### config.mk
export PLATFORM = sky130hd
export DESIGN_NAME = fifo_wr_arbiter_flat
export DESIGN_NICKNAME = d
export VERILOG_FILES = /design/src/rtl/fifo_wr_arbiter_if.sv /design/src/rtl/fifo_wr_arbiter.sv /design/src/flat_wrapper.sv
export SDC_FILE = /design/constraint.sdc
export NUM_CORES = 1
export LEC_CHECK = 0
export CELL_PAD_IN_SITES_DETAIL_PLACEMENT = 1
export CELL_PAD_IN_SITES_GLOBAL_PLACEMENT = 2
export CORE_UTILIZATION = 11
export DETAILED_ROUTE_END_ITERATION = 8
export PLACE_DENSITY_LB_ADDON = 0.1
export SLEW_MARGIN = 20
export SYNTH_ARGS = -nofsm -noshare
export SYNTH_HDL_FRONTEND = slang
export SYNTH_SLANG_ARGS = --single-unit
### constraint.sdc
create_clock -name clk -period 2.3 [get_ports clk]
set_clock_uncertainty 0.2 [all_clocks]
set_input_delay 0.23 -clock clk [delete_from_list [all_inputs] [get_ports clk]]
set_output_delay 0.23 -clock clk [all_outputs]
set_load 0.01 [all_outputs]
### src/rtl/fifo_wr_arbiter_if.sv
// rtl/fifo_wr_arbiter_if.sv - producer/FIFO write-port bundle for fifo_wr_arbiter (ARB_STALL_CNT_EN adds stall_cnt_o)
interface fifo_wr_arbiter_if #(
  parameter int NUM_REQ    = 4,
  parameter int DATA_WIDTH = 64
);
  logic [NUM_REQ-1:0]            req_i;
  logic [NUM_REQ*DATA_WIDTH-1:0] data_i;
  logic [NUM_REQ-1:0]            ready_o;
  logic                          fifo_full_i;
  logic                          fifo_wr_en_o;
  logic [DATA_WIDTH-1:0]         fifo_data_o;
  logic [NUM_REQ-1:0]            grant_o;
  logic                          busy_o;
`ifdef ARB_STALL_CNT_EN
  logic [15:0]                   stall_cnt_o;
`endif

  // master: the arbiter, which owns the FIFO write port
  modport master (
    input  req_i, data_i, fifo_full_i,
    output ready_o, fifo_wr_en_o, fifo_data_o, grant_o, busy_o
`ifdef ARB_STALL_CNT_EN
    , output stall_cnt_o
`endif
  );

  modport slave (
    output req_i, data_i, fifo_full_i,
    input  ready_o, fifo_wr_en_o, fifo_data_o, grant_o, busy_o
`ifdef ARB_STALL_CNT_EN
    , input stall_cnt_o
`endif
  );
endinterface

### src/rtl/fifo_wr_arbiter.sv
// rtl/fifo_wr_arbiter.sv - round-robin burst arbiter sharing one FIFO write port among NUM_REQ producers
// Optional ARB_STALL_CNT_EN: adds a saturating 16-bit count of full-stalled cycles.
module fifo_wr_arbiter #(
  parameter int NUM_REQ    = 4,
  parameter int DATA_WIDTH = 64,
  parameter int MAX_BURST  = 4
) (
  input  logic             clk,
  input  logic             reset,
  fifo_wr_arbiter_if.master bus
);
  localparam int IW = (NUM_REQ > 1) ? $clog2(NUM_REQ) : 1;
  localparam int CW = $clog2(MAX_BURST) + 1;

  localparam logic [0:0] IDLE = 1'b0;
  localparam logic [0:0] BUSY = 1'b1;

  logic [0:0]          state;
  logic [NUM_REQ-1:0]  grant;
  logic [IW-1:0]       last_grant;
  logic [CW-1:0]       burst_cnt;
  logic [IW-1:0]       sel_idx;
  logic [IW-1:0]       cand;
  logic                sel_found;
  logic                beat;
  logic                burst_done;
  logic [DATA_WIDTH-1:0] data_mux;

  // Search starts just after the previous winner so every requester gets a turn.
  always_comb begin
    sel_idx   = '0;
    sel_found = 1'b0;
    cand      = '0;
    for (int i = 1; i <= NUM_REQ; i++) begin
      cand = IW'((int'(last_grant) + i) % NUM_REQ);
      if (!sel_found && bus.req_i[cand]) begin
        sel_found = 1'b1;
        sel_idx   = cand;
      end
    end
  end

  // last_grant doubles as the granted index while BUSY.
  assign beat       = (state == BUSY) && bus.req_i[last_grant] && !bus.fifo_full_i;
  assign burst_done = beat && (burst_cnt == CW'(MAX_BURST - 1));

  always_comb begin
    data_mux = bus.data_i[DATA_WIDTH-1:0];
    for (int k = 0; k < NUM_REQ; k++) begin
      if ((state == BUSY) && (last_grant == IW'(k)))
        data_mux = bus.data_i[k*DATA_WIDTH +: DATA_WIDTH];
    end
  end

  assign bus.fifo_data_o  = data_mux;
  assign bus.fifo_wr_en_o = beat && !reset;
  assign bus.ready_o      = (beat && !reset) ? grant : '0;
  assign bus.grant_o      = grant;
  assign bus.busy_o       = (state == BUSY);

  always_ff @(posedge clk) begin
    if (reset) begin
      state      <= IDLE;
      grant      <= '0;
      last_grant <= IW'(NUM_REQ - 1);
      burst_cnt  <= '0;
    end else begin
      case (state)
        IDLE: begin
          if (sel_found) begin
            state      <= BUSY;
            grant      <= NUM_REQ'(1) << sel_idx;
            last_grant <= sel_idx;
            burst_cnt  <= '0;
          end
        end
        BUSY: begin
          if (beat)
            burst_cnt <= burst_cnt + CW'(1);
          // Full alone never releases the grant; only a dropped request or a finished burst.
          if (!bus.req_i[last_grant] || burst_done) begin
            state <= IDLE;
            grant <= '0;
          end
        end
        default: begin
          state <= IDLE;
          grant <= '0;
        end
      endcase
    end
  end

`ifdef ARB_STALL_CNT_EN
  logic [15:0] stall_cnt;

  always_ff @(posedge clk) begin
    if (reset)
      stall_cnt <= '0;
    else if ((state == BUSY) && bus.req_i[last_grant] && bus.fifo_full_i && (stall_cnt != 16'hFFFF))
      stall_cnt <= stall_cnt + 16'd1;
  end

  assign bus.stall_cnt_o = stall_cnt;
`endif

endmodule

### src/flat_wrapper.sv
// flat-port wrapper written by rule: the top's interface ports become plain ports
module fifo_wr_arbiter_flat 
#(
  parameter int NUM_REQ    = 4,
  parameter int DATA_WIDTH = 64,
  parameter int MAX_BURST  = 4
)
  (clk, reset, bus_req_i, bus_data_i, bus_fifo_full_i, bus_ready_o, bus_fifo_wr_en_o, bus_fifo_data_o, bus_grant_o, bus_busy_o);
  fifo_wr_arbiter_if #(.NUM_REQ(NUM_REQ), .DATA_WIDTH(DATA_WIDTH)) bus_i ();
  input  logic clk;
  input  logic reset;
  input wire logic [$bits(bus_i.req_i)-1:0] bus_req_i;
  input wire logic [$bits(bus_i.data_i)-1:0] bus_data_i;
  input wire logic [$bits(bus_i.fifo_full_i)-1:0] bus_fifo_full_i;
  output wire logic [$bits(bus_i.ready_o)-1:0] bus_ready_o;
  output wire logic [$bits(bus_i.fifo_wr_en_o)-1:0] bus_fifo_wr_en_o;
  output wire logic [$bits(bus_i.fifo_data_o)-1:0] bus_fifo_data_o;
  output wire logic [$bits(bus_i.grant_o)-1:0] bus_grant_o;
  output wire logic [$bits(bus_i.busy_o)-1:0] bus_busy_o;
  assign bus_i.req_i = bus_req_i;
  assign bus_i.data_i = bus_data_i;
  assign bus_i.fifo_full_i = bus_fifo_full_i;
  assign bus_ready_o = bus_i.ready_o;
  assign bus_fifo_wr_en_o = bus_i.fifo_wr_en_o;
  assign bus_fifo_data_o = bus_i.fifo_data_o;
  assign bus_grant_o = bus_i.grant_o;
  assign bus_busy_o = bus_i.busy_o;
  fifo_wr_arbiter #(.NUM_REQ(NUM_REQ), .DATA_WIDTH(DATA_WIDTH), .MAX_BURST(MAX_BURST)) u_core (.clk(clk), .reset(reset), .bus(bus_i));
endmodule
==> key figures, run 1 <==
Clock network
  – Clock slew at reported path FFs: 0.04 ns
  – TritonCTS buffer count: 3
  – H-tree levels: 1
  – Hold_buf cts: 0
  – Number of clock sinks: 10
  – Maximum clock insertion buffer count: 2
  – Root buffer cell: clkbuf_16
  – CTS tree: done
  – Clk_lat worst skew: 0.23 ns

Setup path
  – Crit path kind: register to primary output
  – WP data arrival: between 1.5 and 2 ns
  – WP buf/inv: 4
  – Critical Path Start Type: register
  – Cells along the critical path: buf_6, ha_4, buf_12, buf_12, nand3_1, a311oi_2, a21o_1, clkdlybuf4s15_2
  – Cells on worst reg2reg path: 8
  – Required time worst endpoint: 1.87 ns
  – CP max stage cell: dfxtp_4
  – CP peak stage delay: 0.36 ns
  – Levels on crit path: 8
  – CP endpoint kind: primary output
  – Most frequent CP cell: buf_12
  – Worst-path maximum fanout: 6
  – Top Family by Delay on Critical Path: buffers and inverters

Run status
  – Failing checks: setup timing
  – Outcome: finished, violations left

Detailed routing
  – Drc violations: 0
  – Drt pass-1 iters: 4
  – Detail Route Antenna Nets: 0
  – 1st-iter DRT viols: 179
  – Routed WL: about 24 mm
  – Via count: 5141
  – Routed WL per cell: 20.95 microns
  – Via/cell ratio: 4.459

Timing
  – Fin crit share: 101.5%
  – Hold Vio Cnt, Final: 0
  – Slew Viols, Final: 0
  – Final WS setup: -0.03543 ns
  – Relative slew slack: 71.78%
  – Endpoints failing setup: 9
  – Worst hold slack: roughly 0.30 ns
  – RSZ-0062 raised after global routing: true
  – F_max: around 0.43 GHz
  – Measured slew at the worst slew-check pin: ~0.42 ns
  – Period minus WS final: 2.335 ns

Die
  – Initial Utilization: 11.34%
  – Die Span Y: 161.0 microns
  – DIE AREA: 25930 sq um
  – Die width: ~160 microns
  – Area of the core: 24530 sq um
  – Num rows: 57
  – I/O Pins: around 340

Synth
  – Dominant synthesized flop cell: dfxtp_1
  – Area leader, netlist: a311oi_1
  – Avg Inst Size Synth: 6.222 sq um
  – Yosys cell types: 37
  – Synthesized Nets: 715
  – EDFF count, synth: 0
  – Top cell type's share of synthesized area: between 20 and 25%
  – Cell with the most instances after synthesis: nor2_1
  – Seq cells post-synth: 10
  – Yosys warns: 0
  – Mapped Area: 2781 sq um
  – Gate Count Post-Synth: 447
  – Top post-synthesis cells by count: nor2_1, nand2_1, nand3_1
  – Post-synthesis async set-or-reset flop share: 0%
  – Register area share after synthesis: 7.197%
  – Top post-synthesis cells by area: a311oi_1, a21o_1, nand3_1

Cells and area
  – Syn-to-layout area delta: 190.9%
  – Seq. cell area: 206.4 sq um
  – Area occupied by multi-input gates: just under 3000 sq um
  – Nets@finish: 1095
  – Fill cells: 2862
  – Share of cells above drive strength 1: 32.12%

Global route
  – Largest net degree at the start of global routing: 30
  – Grt ovf: 0
  – Number of global-route vias before repair: roughly 5600
  – First-pass GRT wire length: between 30 and 40 mm
  – Initial antenna violation count: 3
  – Total track usage: 17.49%

Hold path
  – HP Class: register to register
  – Hold Crit Depth: 1

Placed design
  – Setup WS pre-CTS: -0.2392 ns
  – DP HPWL: ~17 mm
  – Port Buffers: 336
  – GP Congestion: 0.8524

Pwr
  – Switching Fraction: 39.50%
  – Seq pwr share: 6.2%
  – Worst VDD drop: around 0.2 mV
  – Leakage Power: 3.517 nW
  – Int Pwr: 2.186 mW
  – Net Switching: 1.427 mW
  – Pwr Density: between 400 and 500 nW/um^2
  – Power share of the combinational group: 85.5%
  – Clock network fraction of total power: between 8 and 9%

Job
  – Max-cap check violation count: 0
worst paths after layout:
check / from / end / slack (ns)
worst max-delay path: u_core.last_grant[0]$_SDFFE_PP1P_ / bus_fifo_data_o[55] / -0.04
worst min-delay path: u_core.bus.grant_o[2]$_SDFFE_PP0P_ / u_core.bus.grant_o[2]$_SDFFE_PP0P_ / 0.30
worst max register to register: u_core.last_grant[0]$_SDFFE_PP1P_ / u_core.burst_cnt[2]$_SDFFE_PP0P_ / 0.21
worst min register to register: u_core.bus.grant_o[2]$_SDFFE_PP0P_ / u_core.bus.grant_o[2]$_SDFFE_PP0P_ / 0.30
worst reg2reg max path, delay by kind of cell, from the launching register on:
| family | cells | cell delay [ns] |
|---|---|---|
| buffers and inverters | 4 | 0.43 |
| DFF | 1 | 0.36 |
| and+or+nand+nor | 2 | 0.19 |
| muxes | 2 | 0.85 |
timing repair:
action / CTS / global route
hold endpoints to repair: 0 / 0
cloned: 14 / 5
pin swaps: 29 / 26
endpoints found under the setup margin: 69 / 61
resized for setup: 364 / 57
buffers inserted: 16 / 7
cell usage in the layout (no fill, tap or decap), drive strengths merged, types with 3 or more instances in the layout:
master,netlist,final
a311oi,64,64
bufbuf,0,3
and2,5,6
nor2,71,71
mux2,4,4
mux2i,3,3
nand3,66,66
o21ai,4,4
a21oi,5,5
clkdlybuf4s15,0,5
nor3,3,3
inv,4,4
clkdlybuf4s50,0,267
clkbuf,34,9
diode,0,4
nand2,67,68
dfxtp,10,10
a21o,64,64
buf,19,144
ha,5,5
area by class of cell:
class / count / share of cell area, %
clock buffers: 3 / 0.9279
inverters: 4 / 0.1856
flip-flops and latches: 10 / 2.552
multi-input cells: 382 / 35.79
repair buffers: 426 / 55.41
diodes: 4 / 0.1237
well taps: 324 / 5.011
through the flow:
step	TNS [ns]	power, mW	instance area [sq um]	instances	utilization [%]
CTS	-0.5671	3.476	7760	1138	31.63
floorplan	0	1.232	2781	447	-
global route	-1.733	3.827	8088	1152	32.97
detailed placement	-11.46	2.747	6873	1105	28.01
finish	-0.1984	3.613	8090	1153	32.98
global placement	-9.729	2.727	6873	1105	28.01
cell families (layout without fill, tap and decap cells):
| group | Yosys count | after routing | synth area share, % |
|---|---|---|---|
| muxes | 8 | 8 | 3.779 |
| other | 0 | 4 | 0 |
| AOI/OAI and AO/OA | 147 | 147 | 42.11 |
| buffers and inverters | 57 | 433 | 8.592 |
| adders and majority gates | 5 | 5 | 2.249 |
| DFF | 10 | 10 | 7.197 |
| and+or+nand+nor | 220 | 222 | 36.08 |
metal layers:
metal | vias up | share of wire, % | GRT usage (%)
met3 | 21 | 5.5 | 2.671
met4 | 0 | 1.5 | 3.388
met1 | 2483 | 40 | 20.17
met5 | - | 0 | 0
met2 | 196 | 53 | 33.68
li1 | 2441 | - | -
flip-flops by register name, indices dropped and copies added, names as in the netlist:
signal	count
u_core.burst_cnt	3
u_core.bus.busy_o	1
u_core.bus.grant_o	4
u_core.last_grant	2
power by group through the flow:
stage | Sequential [mW] | Clock (mW) | Combinational (mW)
after floorplan | 0.212 | 0 | 1.02
after global placement | 0.214 | 0 | 2.51
after detailed placement | 0.215 | 0 | 2.53
after CTS | 0.221 | 0.302 | 2.95
after global routing | 0.226 | 0.314 | 3.29
final | 0.222 | 0.300 | 3.09
Power figures use the tool's default switching activity.
==> run 2, diff against run 1 <==
--- a/config.mk
+++ b/config.mk
@@ -5,10 +5,12 @@
 export SDC_FILE = /design/constraint.sdc
 export NUM_CORES = 1
 export LEC_CHECK = 0
+export CAP_MARGIN = 25
 export CELL_PAD_IN_SITES_DETAIL_PLACEMENT = 1
 export CELL_PAD_IN_SITES_GLOBAL_PLACEMENT = 2
 export CORE_UTILIZATION = 11
 export DETAILED_ROUTE_END_ITERATION = 8
+export GPL_ROUTABILITY_DRIVEN = 0
 export PLACE_DENSITY_LB_ADDON = 0.1
 export SLEW_MARGIN = 20
 export SYNTH_ARGS = -nofsm -noshare
==> constraint.sdc (replaced) <==
create_clock -name clk -period 2.3 [get_ports clk]
set_clock_uncertainty 0.2 [all_clocks]
set_input_delay 0.575 -clock clk [delete_from_list [all_inputs] [get_ports clk]]
set_output_delay 0.575 -clock clk [all_outputs]
set_load 0.01 [all_outputs]
==> run 2 against run 1 <==
  * The flow still finishes with violations (setup timing)
  * Utilization increased by 3.4 points
  * Count of clock-buffer cells in the layout increased by 1
  * Critical path depth increased by 1
  * Routed wire length increased by 10%
  * Die area unchanged
  * Non-clock buffer count increased by 25
  * Highest routed layer is now met5
  * First-iteration DRC count decreased by 6.7%
  * Critical path type unchanged
==> key figures, run 2 (synthesis results as in run 1) <==
Run status
  – Outcome: finished, violations left
  – Failing checks: setup timing

Pwr
  – Pwr Density: 453.3 nW/um^2
  – Worst VDD drop: 0.2708 mV
  – Leakage Power: 3.800 nW

Cells and area
  – Leading cell type in the layout, fill and taps excluded: clkdlybuf4s50_1
  – Max reg flops: 4
  – Final Non-Filler Cells: 1175
  – Nets@finish: 1119
  – Syn-to-layout area delta: 220.7%
  – Share of cells above drive strength 1: roughly 40%
  – Fin util: 36.36%
  – Most frequent cells in the layout: clkdlybuf4s50_1, a21o_1, a311oi_2

Detailed routing
  – 1st-iter DRT viols: 167
  – Drc violations: 0
  – Via count: 5280
  – Drt pass-1 iters: 4
  – Detail Route Antenna Nets: 0
  – Routed WL per cell: ~23 microns
  – Routed WL: 26.64 mm
  – Via/cell ratio: around 4.5

Timing
  – Hold Vio Cnt, Final: 0
  – Endpoints failing setup: ~70
  – Measured slew at the worst slew-check pin: 0.2814 ns
  – F_max: 0.3798 GHz
  – Slew Viols, Final: 0
  – Total negative slack: -19.10 ns
  – Period minus WS final: 2.633 ns
  – RSZ-0062 raised after global routing: true
  – Relative slew slack: 81.10%
  – Final WS setup: -0.3328 ns
  – Fin crit share: 114.5%

Die
  – DIE AREA: 25930 sq um
  – Initial Utilization: 11.34%
  – Area of the core: between 20000 and 25000 sq um
  – I/O Pins: 337
  – Die width: around 160 microns
  – Num rows: 57
  – Die Span Y: around 160 microns

Global route
  – Total track usage: 19.22%
  – Initial antenna violation count: 2
  – Number of global-route vias before repair: approximately 5800
  – First-pass GRT wire length: 37.89 mm
  – Largest net degree at the start of global routing: 40
  – Grt ovf: 0

Setup path
  – WP data arrival: roughly 1.9 ns
  – Crit path kind: register to primary output
  – Required time worst endpoint: 1.52 ns
  – Worst-path maximum fanout: 6
  – CP endpoint kind: primary output
  – Critical Path Start Type: register

Placed design
  – Setup WS pre-CTS: -0.8457 ns
  – Placed Cells: 1096
  – Port Buffers: 336
  – DP HPWL: 16.64 mm

Job
  – Max-cap check violation count: 0

Clock network
  – Clk_lat worst skew: 0.23 ns
  – Number of clock sinks: 10
  – CTS tree: done
  – Maximum clock insertion buffer count: 2
  – H-tree levels: 1
  – Clock slew at reported path FFs: 0.04 ns
  – TritonCTS buffer count: 3
  – Root buffer cell: clkbuf_16

Hold path
  – HP Class: register to register
-- run 2: layer usage --
metal	vias to the layer above	track usage, %	part of all wire [%]
li1	2491	-	-
met1	2565	21.59	39
met2	198	37.70	54
met3	24	3.621	5.8
met4	2	2.659	1.4
met5	-	0	0.049
-- run 2: layout make-up --
type	count	area, sq um
antenna	1	2.502
clock buffer	4	78.83
sequential	10	211.5
timing repair buffer	451	5074
inverter	4	17.52
tap	324	405.4
multi-input combinational	381	3131
fill	2813	15610
-- run 2: path summary, 6_finish.rpt --
check	from	to	slack, ns	cells past startpoint
max	u_core.last_grant[1]$_SDFFE_PP1P_	bus_fifo_data_o[32]	-0.33	9
min reg2reg	u_core.bus.grant_o[2]$_SDFFE_PP0P_	u_core.bus.grant_o[2]$_SDFFE_PP0P_	0.30	1
max reg2reg	u_core.last_grant[0]$_SDFFE_PP1P_	u_core.burst_cnt[2]$_SDFFE_PP0P_	0.32	6
min	u_core.bus.grant_o[2]$_SDFFE_PP0P_	u_core.bus.grant_o[2]$_SDFFE_PP0P_	0.30	1
-- run 2: stage by stage --
stage | cell area [sq um] | total power, mW | hold slack (ns)
2_1_floorplan | 2848 | 1.252 | 0.3020
4_1_cts | 8567 | 3.933 | 0.3105
3_3_place_gp | 6773 | 2.678 | 0.2851
6_report | 8920 | 4.043 | 0.3048
5_1_grt | 8920 | 4.283 | 0.3211
3_5_place_dp | 6773 | 2.701 | 0.2909
-- run 2: repair_timing --
item	CTS	global route
resized for setup	486	86
gates cloned	25	8
buffers inserted	49	2
endpoints found under the hold margin	0	0
hold buffers	0	0
endpoints found under the setup margin	70	69
pin swaps	55	47
-- run 2: report_power, final --
part           switching, mW  internal (mW)  total, mW
clock                 0.0790          0.232      0.311
combinational           1.48           2.03       3.50
sequential            0.0321          0.196      0.228
-- run 2: worst max-delay path, cell delays in order (launching register included) --
cell and delay [ns]:
dfxtp_4 0.36, buf_6 0.12, ha_4 0.17, nand2_8 0.11, buf_12 0.16, clkbuf_16 0.17, nor2_4 0.03, a311oi_2 0.25
a21o_1 0.13, buf_2 0.13
==> run 3, diff against run 2 <==
--- a/config.mk
+++ b/config.mk
@@ -5,14 +5,13 @@
 export SDC_FILE = /design/constraint.sdc
 export NUM_CORES = 1
 export LEC_CHECK = 0
-export CAP_MARGIN = 25
 export CELL_PAD_IN_SITES_DETAIL_PLACEMENT = 1
 export CELL_PAD_IN_SITES_GLOBAL_PLACEMENT = 2
 export CORE_UTILIZATION = 11
 export DETAILED_ROUTE_END_ITERATION = 8
 export GPL_ROUTABILITY_DRIVEN = 0
 export PLACE_DENSITY_LB_ADDON = 0.1
-export SLEW_MARGIN = 20
+export SLEW_MARGIN = 25
 export SYNTH_ARGS = -nofsm -noshare
 export SYNTH_HDL_FRONTEND = slang
 export SYNTH_SLANG_ARGS = --single-unit
==> results of run 3 <==
No change in the layout: final DEF, timing and power equal those of run 2.
